--- config.mk ---
export PLATFORM = sky130hd
export DESIGN_NAME = req_pending_latch
export DESIGN_NICKNAME = d
export VERILOG_FILES = /design/src/rtl/req_pend_pkg.sv /design/src/rtl/sync_edge_det.sv /design/src/rtl/req_pending_latch.sv
export SDC_FILE = /design/constraint.sdc
export NUM_CORES = 1
export LEC_CHECK = 0
export BUFFER_PORTS_ARGS = -buffer_cell sky130_fd_sc_hd__buf_2
export CORE_MARGIN = 3
export CORE_UTILIZATION = 51
export CTS_CLUSTER_DIAMETER = 60
export CTS_CLUSTER_SIZE = 10
export DETAILED_ROUTE_END_ITERATION = 10
export GPL_TIMING_DRIVEN = 1
export PLACE_DENSITY = 0.83
export SYNTH_ARGS = -nofsm -noshare
export SYNTH_HDL_FRONTEND = slang
export SYNTH_SLANG_ARGS = --single-unit
--- constraint.sdc ---
create_clock -name clk -period 3.3 [get_ports clk]
set_input_delay 0.66 -clock clk [delete_from_list [all_inputs] [get_ports clk]]
set_output_delay 0.66 -clock clk [all_outputs]
set_load 0.005 [all_outputs]
--- src/rtl/req_pend_pkg.sv ---
// ---------------------------------------------------------------------------
// req_pend_pkg : shared constants for the request-capture stage
// Rev 1.0
// ---------------------------------------------------------------------------
`default_nettype none

package req_pend_pkg;

  localparam int REQ_WIDTH = 16;
  localparam int REQ_IDX_W = $clog2(REQ_WIDTH);

  localparam int MODE_LEVEL = 0;
  localparam int MODE_EDGE  = 1;

endpackage

`default_nettype wire

--- src/rtl/sync_edge_det.sv ---
// ---------------------------------------------------------------------------
// sync_edge_det : one-bit synchroniser with rising-edge or level event output
// Rev 1.0
// ---------------------------------------------------------------------------
`default_nettype none

module sync_edge_det
  import req_pend_pkg::*;
#(
  parameter int SYNC_STAGES = 2,
  parameter int EDGE_MODE   = MODE_EDGE
) (
  input  logic clk,
  input  logic rst,
  input  logic req_i,
  output logic evt_o
);

  logic [SYNC_STAGES-1:0] sync_q;
  logic                   w_sync;

  always_ff @(posedge clk or posedge rst) begin
    if (rst) begin
      sync_q <= '0;
    end else begin
      sync_q <= {sync_q[SYNC_STAGES-2:0], req_i};
    end
  end

  assign w_sync = sync_q[SYNC_STAGES-1];

  generate
    if (EDGE_MODE != MODE_LEVEL) begin : g_edge
      logic prev_q;

      always_ff @(posedge clk or posedge rst) begin
        if (rst) begin
          prev_q <= 1'b0;
        end else begin
          prev_q <= w_sync;
        end
      end

      // prev_q resets low, so a line held high through reset yields one edge
      assign evt_o = w_sync & ~prev_q;
    end else begin : g_level
      assign evt_o = w_sync;
    end
  endgenerate

endmodule

`default_nettype wire

--- src/rtl/req_pending_latch.sv ---
// ---------------------------------------------------------------------------
// req_pending_latch : synchronises requests into sticky pending bits for the
//                     priority encoder, with per-index ack and overflow flags
// Rev 1.0
// ---------------------------------------------------------------------------
`default_nettype none

module req_pending_latch
  import req_pend_pkg::*;
#(
  parameter int WIDTH       = REQ_WIDTH,
  parameter int SYNC_STAGES = 2,
  parameter int EDGE_MODE   = MODE_EDGE
) (
  input  logic                 clk,
  input  logic                 rst,
  input  logic [WIDTH-1:0]     req_in,
  input  logic [WIDTH-1:0]     mask,
  input  logic                 ack_valid,
  input  logic [REQ_IDX_W-1:0] ack_idx,
  input  logic                 clr_all,
  output logic [WIDTH-1:0]     pend_out,
  output logic                 pend_any,
  output logic [WIDTH-1:0]     overflow
);

  logic [WIDTH-1:0] w_event;
  logic [WIDTH-1:0] w_ack_hit;
  logic [WIDTH-1:0] pend_q, pend_d;
  logic [WIDTH-1:0] ovf_q,  ovf_d;

  generate
    for (genvar i = 0; i < WIDTH; i++) begin : g_line
      sync_edge_det #(
        .SYNC_STAGES (SYNC_STAGES),
        .EDGE_MODE   (EDGE_MODE)
      ) u_det (
        .clk   (clk),
        .rst   (rst),
        .req_i (req_in[i]),
        .evt_o (w_event[i])
      );
    end
  endgenerate

  // Out-of-range indices simply match no line
  always_comb begin
    w_ack_hit = '0;
    for (int i = 0; i < WIDTH; i++) begin
      w_ack_hit[i] = ack_valid && (int'(ack_idx) == i);
    end
  end

  // Event beats ack on the same bit so no request is ever lost
  always_comb begin
    pend_d = pend_q;
    ovf_d  = ovf_q;
    if (clr_all) begin
      pend_d = '0;
      ovf_d  = '0;
    end else begin
      pend_d = w_event | (pend_q & ~w_ack_hit);
      if (EDGE_MODE != MODE_LEVEL) begin
        ovf_d = ovf_q | (w_event & pend_q & ~w_ack_hit);
      end else begin
        ovf_d = '0;
      end
    end
  end

  always_ff @(posedge clk or posedge rst) begin
    if (rst) begin
      pend_q <= '0;
      ovf_q  <= '0;
    end else begin
      pend_q <= pend_d;
      ovf_q  <= ovf_d;
    end
  end

  assign pend_out = pend_q & mask;
  assign pend_any = |pend_out;
  assign overflow = ovf_q;

endmodule

`default_nettype wire

==> metrics.md, run 1 <==
| Metric | Value |
|---|---|
| Worst-Skew Late Latency | `0.33 ns` |
| Clk_skew | `0.00749 ns` |
| Hold Path Class | `flop to flop` |
| Final Cycle Share | `84.2%` |
| Setup tns final | `0 ns` |
| I/O Buffers | `72` |
| Slew @ Worst Pin | `0.616 ns` |
| Reg-to-Reg End | `overflow[11]$_DFF_PP0_` |
| Vias in the first global route | `1907` |
| Pleak | `1.70 nW` |
| H-tree level count | `3` |
| Highest-count cells in the layout ignoring fill and taps | `80 x dfrtp_1, 72 x buf_2, 32 x inv_1, 32 x a21oi_1, 17 x nand2_1` |
| Die W | `79.9 um` |
| Synth cell types | `15` |
| Pwr per Cell Area | `530 mW/mm^2` |
| Prevailing post-synth register cell | `dfrtp_1` |
| Asr flop ratio synth | `100%` |
| Worst path depth | `5` |
| Initial cell density of the core | `53.4%` |
| Critical Path End | `pend_any` |
| Core area | `0.00520 sq mm` |
| Final non-filler cell total | `382` |
| Postcts setup bufs | `0` |
| Largest net degree at the start of global routing | `38` |
| Number of CTS-inserted buffers | `9` |
| Initial drt markers | `61` |
| Worst path cell trace | `buf_2 -> and2_4 -> or4_1 -> or4_1 -> buf_2` |
| Crit path max fanout | `2` |
| DRT Pass-1 Iters | `4` |
| Layout cell share with drive strength beyond 1 | `30.1%` |
| Setup violators final | `0` |
| Clk slew on worst S/H paths | `0.07 ns` |
| Crit path DAT | `2.12 ns` |
| # DRC | `0` |
| Fin. Hold Viols | `0` |
| GR Overflow Total | `0` |
| Max Slew Vio Count | `0` |
| Post-synthesis sequential area ratio | `72.0%` |
| Crit path from | `mask[5]` |
| Area Growth Syn to Fin | `22.0%` |
| Antenna diode count | `0` |
| Startpoint types | `input port` |
| Flop-to-flop setup slack | `2.49 ns` |
| R2R depth | `3` |
| I/O pin count | `73` |
| # clock sinks | `80` |
| Relative slew slack | `58.9%` |
| Global-route wire length before repair | `8960 um` |
| Status | `complete, no violations` |
| Antenna Nets Post-Route | `0` |
| Min Tclk post-route | `2.78 ns` |
| Synth Cell Area | `0.00278 sq mm` |
| Post-synth EDFFs | `0` |
| Leading area contributor after synthesis | `dfrtp_1` |
| Routed vias | `1959` |
| Root buffer cell | `clkbuf_8` |
| Die area | `0.00638 sq mm` |
| RD Place Congestion | `0.787` |
| DP HPWL | `4040 um` |
| Synth warn | `0` |
| Layout fillers | `419` |
| Post-synthesis net count | `267` |
| Worst Path Required | `2.64 ns` |
| DR vias/cell | `5.13` |
| Yosys reg bits | `80` |
| CP Class | `input port to output port` |
| Most common cell after layout, fill and taps aside | `dfrtp_1` |
| Die Span Y | `79.9 um` |
| FMAX | `360 MHz` |
| Cell Area, Placed | `0.00323 sq mm` |
| FP Rows | `26` |
| Overall global routing resource usage | `19.0%` |
| DRT Wirelength | `5620 um` |
| Dpl cells | `366` |
| WL/cell | `14.7 um` |
| Crit. End Element | `output port` |
| Mean Syn Cell Area | `12.3 sq um` |
| Max-cap violation count | `0` |
| Worst path slowest cell | `or4_1` |
| Crit path buffers/inverters | `2` |
| Post-Syn Instances | `227` |
| Initial antenna violation count | `0` |
| Nets | `347` |
| Crit-path leading delay family | `simple AND/OR/NAND/NOR gates` |
| Resize count post-CTS | `0` |
| Hold buffers post-CTS | `0` |
| RSZ-0062 raised after global routing | `no` |
| Peak VDD IR | `368 uV` |
| RR Startpoint | `g_line[11].u_det.g_edge.prev_q$_DFF_PP0_` |
| Clock Path Buffers | `2` |
| CTS tree | `built` |
| Worst path max stage delay | `0.56 ns` |
| Yosys top cell area share | `72.0%` |
| Area of all placed cells without fillers | `0.00339 sq mm` |
| Synth area leaders | `dfrtp_1 72%, a21oi_1 5.8%, o2111ai_1 5.0%` |
==> metrics by stage <==
step / setup slack (ns) / util [%] / hold WS (ns) / power, W
6_report: 0.521 / 65.2 / 0.349 / 0.00180
5_1_grt: 0.445 / 65.2 / 0.359 / 0.00187
4_1_cts: 0.516 / 65.2 / 0.351 / 0.00181
3_5_place_dp: 0.520 / 62.0 / 0.335 / 0.00121
3_3_place_gp: 0.526 / 62.0 / 0.332 / 0.00120
2_1_floorplan: 0.588 / - / 0.331 / 0.00114
==> synthesized netlist by cell type, types with 2 or more instances <==
library cell / n
dfrtp_1: 80
inv_1: 33
a21oi_1: 32
nand2_1: 17
o2111ai_1: 16
o21ai_0: 16
and2_1: 13
clkbuf_1: 5
or4_1: 5
and2_4: 3
nand2b_1: 2
nand3b_1: 2
==> sequential cells by signal (all words and copies together), names as in the netlist <==
name / count
g_line.u_det.sync_q: 32
g_line.u_det.g_edge.prev_q: 16
overflow: 16
pend_q: 16
==> layer usage <==
| layer | vias up | part of all wire [%] | track usage [%] |
|---|---|---|---|
| met5 | - | 0 | 0 |
| met3 | 11 | 5.1 | 4.63 |
| met1 | 961 | 43 | 24.0 |
| li1 | 932 | - | - |
| met2 | 55 | 50 | 30.6 |
| met4 | 0 | 2.1 | 9.46 |
==> where the power goes <==
group / internal, W / switching, W / leakage, nW
clock: 0.000289 / 0.000319 / 0.0899
sequential: 0.00103 / 0.0000258 / 0.990
combinational: 0.0000555 / 0.0000784 / 0.624
==> worst min-delay path by stage <==
stage	start	to	slack [ns]	cells after the start
finish	g_line[3].u_det.sync_q[0]$_DFF_PP0_	g_line[3].u_det.sync_q[1]$_DFF_PP0_	0.35	0
global route	g_line[3].u_det.sync_q[0]$_DFF_PP0_	g_line[3].u_det.sync_q[1]$_DFF_PP0_	0.36	0
CTS	g_line[3].u_det.sync_q[0]$_DFF_PP0_	g_line[3].u_det.sync_q[1]$_DFF_PP0_	0.35	0
detailed placement	g_line[3].u_det.sync_q[0]$_DFF_PP0_	g_line[3].u_det.sync_q[1]$_DFF_PP0_	0.33	0
global placement	g_line[13].u_det.sync_q[0]$_DFF_PP0_	g_line[13].u_det.sync_q[1]$_DFF_PP0_	0.33	0
floorplan	g_line[0].u_det.sync_q[0]$_DFF_PP0_	g_line[0].u_det.sync_q[1]$_DFF_PP0_	0.33	0
==> logic make-up (layout without fill, tap and decap cells) <==
group	after synthesis	in the layout	synth area share, %
buffers and inverters	38	123	5.13
AOI/OAI and AO/OA	64	64	13.7
and+or+nand+nor	45	45	9.22
DFF	80	80	72.0
==> final cells by class <==
type | count | area (sq um) | area share (%)
inverter | 33 | 125 | 3.69
tap | 70 | 87.6 | 2.58
clock inverter | 4 | 20.0 | 0.590
multi-input combinational | 109 | 637 | 18.8
timing repair buffer | 74 | 375 | 11.1
clock buffer | 12 | 145 | 4.28
sequential | 80 | 2000 | 59.0
Power figures use the tool's default switching activity.
==> inputs of run 2 (changes only) <==
--- a/config.mk
+++ b/config.mk
@@ -7,12 +7,12 @@
 export LEC_CHECK = 0
 export BUFFER_PORTS_ARGS = -buffer_cell sky130_fd_sc_hd__buf_2
 export CORE_MARGIN = 3
-export CORE_UTILIZATION = 51
+export CORE_UTILIZATION = 46
 export CTS_CLUSTER_DIAMETER = 60
 export CTS_CLUSTER_SIZE = 10
 export DETAILED_ROUTE_END_ITERATION = 10
 export GPL_TIMING_DRIVEN = 1
-export PLACE_DENSITY = 0.83
+export PLACE_DENSITY = 0.79
 export SYNTH_ARGS = -nofsm -noshare
 export SYNTH_HDL_FRONTEND = slang
 export SYNTH_SLANG_ARGS = --single-unit
==> constraint.sdc (replaced) <==
create_clock -name clk -period 2.4 [get_ports clk]
set_input_delay 0.48 -clock clk [delete_from_list [all_inputs] [get_ports clk]]
set_output_delay 0.48 -clock clk [all_outputs]
set_load 0.005 [all_outputs]
==> run 2 against run 1 <==
Cell area up 3.8%. Power up 50%. Flip-flop and latch count unchanged. The run now ends with negative setup slack left. Sequential power up 38%. Highest routed layer unchanged.
==> metrics.md, run 2 (same netlist as run 1, synthesis figures left out) <==
| Metric | Value |
|---|---|
| Largest net degree at the start of global routing | `81` |
| CTS tree | `built` |
| FMAX | `402 MHz` |
| GR Overflow Total | `0` |
| WHS | `0.252 ns` |
| H-tree level count | `3` |
| Clock Path Buffers | `2` |
| Pleak | `1.76 nW` |
| Highest-count cells in the layout ignoring fill and taps | `80 x dfrtp_1, 72 x buf_2, 32 x inv_1, 32 x a21oi_1, 17 x nand2_1` |
| Overall global routing resource usage | `17.3%` |
| DP HPWL | `3940 um` |
| Number of CTS-inserted buffers | `9` |
| Slew @ Worst Pin | `0.630 ns` |
| I/O Buffers | `72` |
| DRT Pass-1 Iters | `4` |
| Crit path max fanout | `2` |
| WL/cell | `14.3 um` |
| Peak VDD IR | `503 uV` |
| # clock sinks | `80` |
| DRT Wirelength | `5590 um` |
| Hold Crit Depth | `1` |
| Layout fillers | `505` |
| CP Class | `flop to output port` |
| Max-cap violation count | `0` |
| Max Slew Vio Count | `0` |
| Pwr per Cell Area | `765 mW/mm^2` |
| RSZ-0062 raised after global routing | `yes` |
| Area Growth Syn to Fin | `26.5%` |
| Min Tclk post-route | `2.49 ns` |
| Crit-path leading delay family | `simple AND/OR/NAND/NOR gates` |
| Setup tns final | `-0.0899 ns` |
| FP Rows | `27` |
| Hold Path Class | `input port to flop` |
| Crit path buffers/inverters | `1` |
| # DRC | `0` |
| Reg with most FFs | `g_line.u_det.sync_q` |
| Worst-Skew Late Latency | `0.33 ns` |
| Initial antenna violation count | `0` |
| Initial cell density of the core | `49.0%` |
| Worst path max stage delay | `0.52 ns` |
| Area of all placed cells without fillers | `0.00352 sq mm` |
| Fin. Hold Viols | `0` |
| DR vias/cell | `4.93` |
| Vias in the first global route | `1964` |
| R2R depth | `4` |
| Global-route wire length before repair | `9380 um` |
| Final Cycle Share | `104%` |
| Worst path slowest cell | `or4_4` |
| RD Place Congestion | `0.713` |
| Crit path DAT | `2.01 ns` |
| Worst path cell trace | `and2_4 -> or4_4 -> or4_1 -> buf_2` |
| Clk_skew | `0.00558 ns` |
| Antenna diode count | `0` |
| Relative slew slack | `58.0%` |
| Pwr Total | `0.00269 W` |
| Failing checks | `negative setup slack` |
| I/O pin count | `73` |
| Status | `complete, but fails checks` |
| Die Span Y | `83.8 um` |
| Startpoint types | `flop` |
| Routed vias | `1923` |
| Die area | `0.00702 sq mm` |
| Antenna Nets Post-Route | `0` |
| Core area | `0.00568 sq mm` |
| Initial drt markers | `127` |
| Nets | `353` |
| Crit. End Element | `output port` |
| Cell Area, Placed | `0.00324 sq mm` |
| Setup violators final | `1` |
| Root buffer cell | `clkbuf_8` |
| Worst Path Required | `1.92 ns` |
| Final WS setup | `-0.0899 ns` |
| Die W | `83.8 um` |
| Worst slack at placement | `0.00388 ns` |
| Most common cell after layout, fill and taps aside | `dfrtp_1` |
| Worst path depth | `4` |
| Clk slew on worst S/H paths | `0.07 ns` |
| Layout cell share with drive strength beyond 1 | `32.7%` |
| Max reg flops | `32` |
-- run 2: cell types whose count changed in the layout (fill, tap and decap cells not counted), sizes merged --
cell      delta
buf          +6
clkinv       -4
bufinv       +2
clkbuf       +1
clkinvlp     +1
-- run 2: per-stage QoR --
| stage | util (%) | instances |
|---|---|---|
| floorplan | - | 227 |
| global placement | 57.0 | 367 |
| detailed placement | 57.0 | 367 |
| CTS | 61.6 | 388 |
| global route | 62.0 | 390 |
| finish | 62.0 | 390 |
-- run 2: cell type report --
cell class	instances	area (sq um)	area share, %
timing repair buffer	80	433	12.3
clock inverter	3	65.1	1.85
inverter	33	128	3.63
sequential	80	2000	56.9
multi-input combinational	109	653	18.6
clock buffer	13	149	4.23
tap	72	90.1	2.56
-- run 2: repair_timing --
action / 4_1_cts / 5_1_grt
endpoints found under the setup margin: 1 / 1
buffers inserted: 5 / 2
hold buffers: 0 / 0
cloned: 0 / 0
hold endpoints to repair: 0 / 0
resized for setup: 3 / 2
-- run 2: per-layer routing --
layer,up-vias,GRT usage (%),share of wire (%)
li1,942,-,-
met1,926,21.0,40
met2,51,29.7,54
met3,4,3.65,5.3
met4,0,7.75,0.91
met5,-,0,0
-- run 2: worst register-to-register path: stages (launching register included) --
cell and delay (ns):
dfrtp_1 0.38, buf_4 0.13, buf_4 0.12, o2111ai_1 0.07
a21oi_1 0.10
-- run 2: worst paths after layout --
kind                       slack, ns                                   to                                 from
max                            -0.09                             pend_any                  pend_q[6]$_DFF_PP0_
min                             0.25  g_line[2].u_det.sync_q[0]$_DFF_PP0_                            req_in[2]
max reg2reg                     1.46                overflow[6]$_DFF_PP0_                  pend_q[6]$_DFF_PP0_
min reg2reg                     0.35  g_line[1].u_det.sync_q[1]$_DFF_PP0_  g_line[1].u_det.sync_q[0]$_DFF_PP0_
max in group asynchronous       1.84                overflow[1]$_DFF_PP0_                                  rst
min in group asynchronous       0.26               overflow[10]$_DFF_PP0_                                  rst
-- run 2: power by group --
group          internal (W)  switching [W]  total, W
logic             0.0000931       0.000111  0.000204
clock network      0.000614       0.000425   0.00104
registers           0.00142      0.0000340   0.00145
total               0.00212       0.000570   0.00269
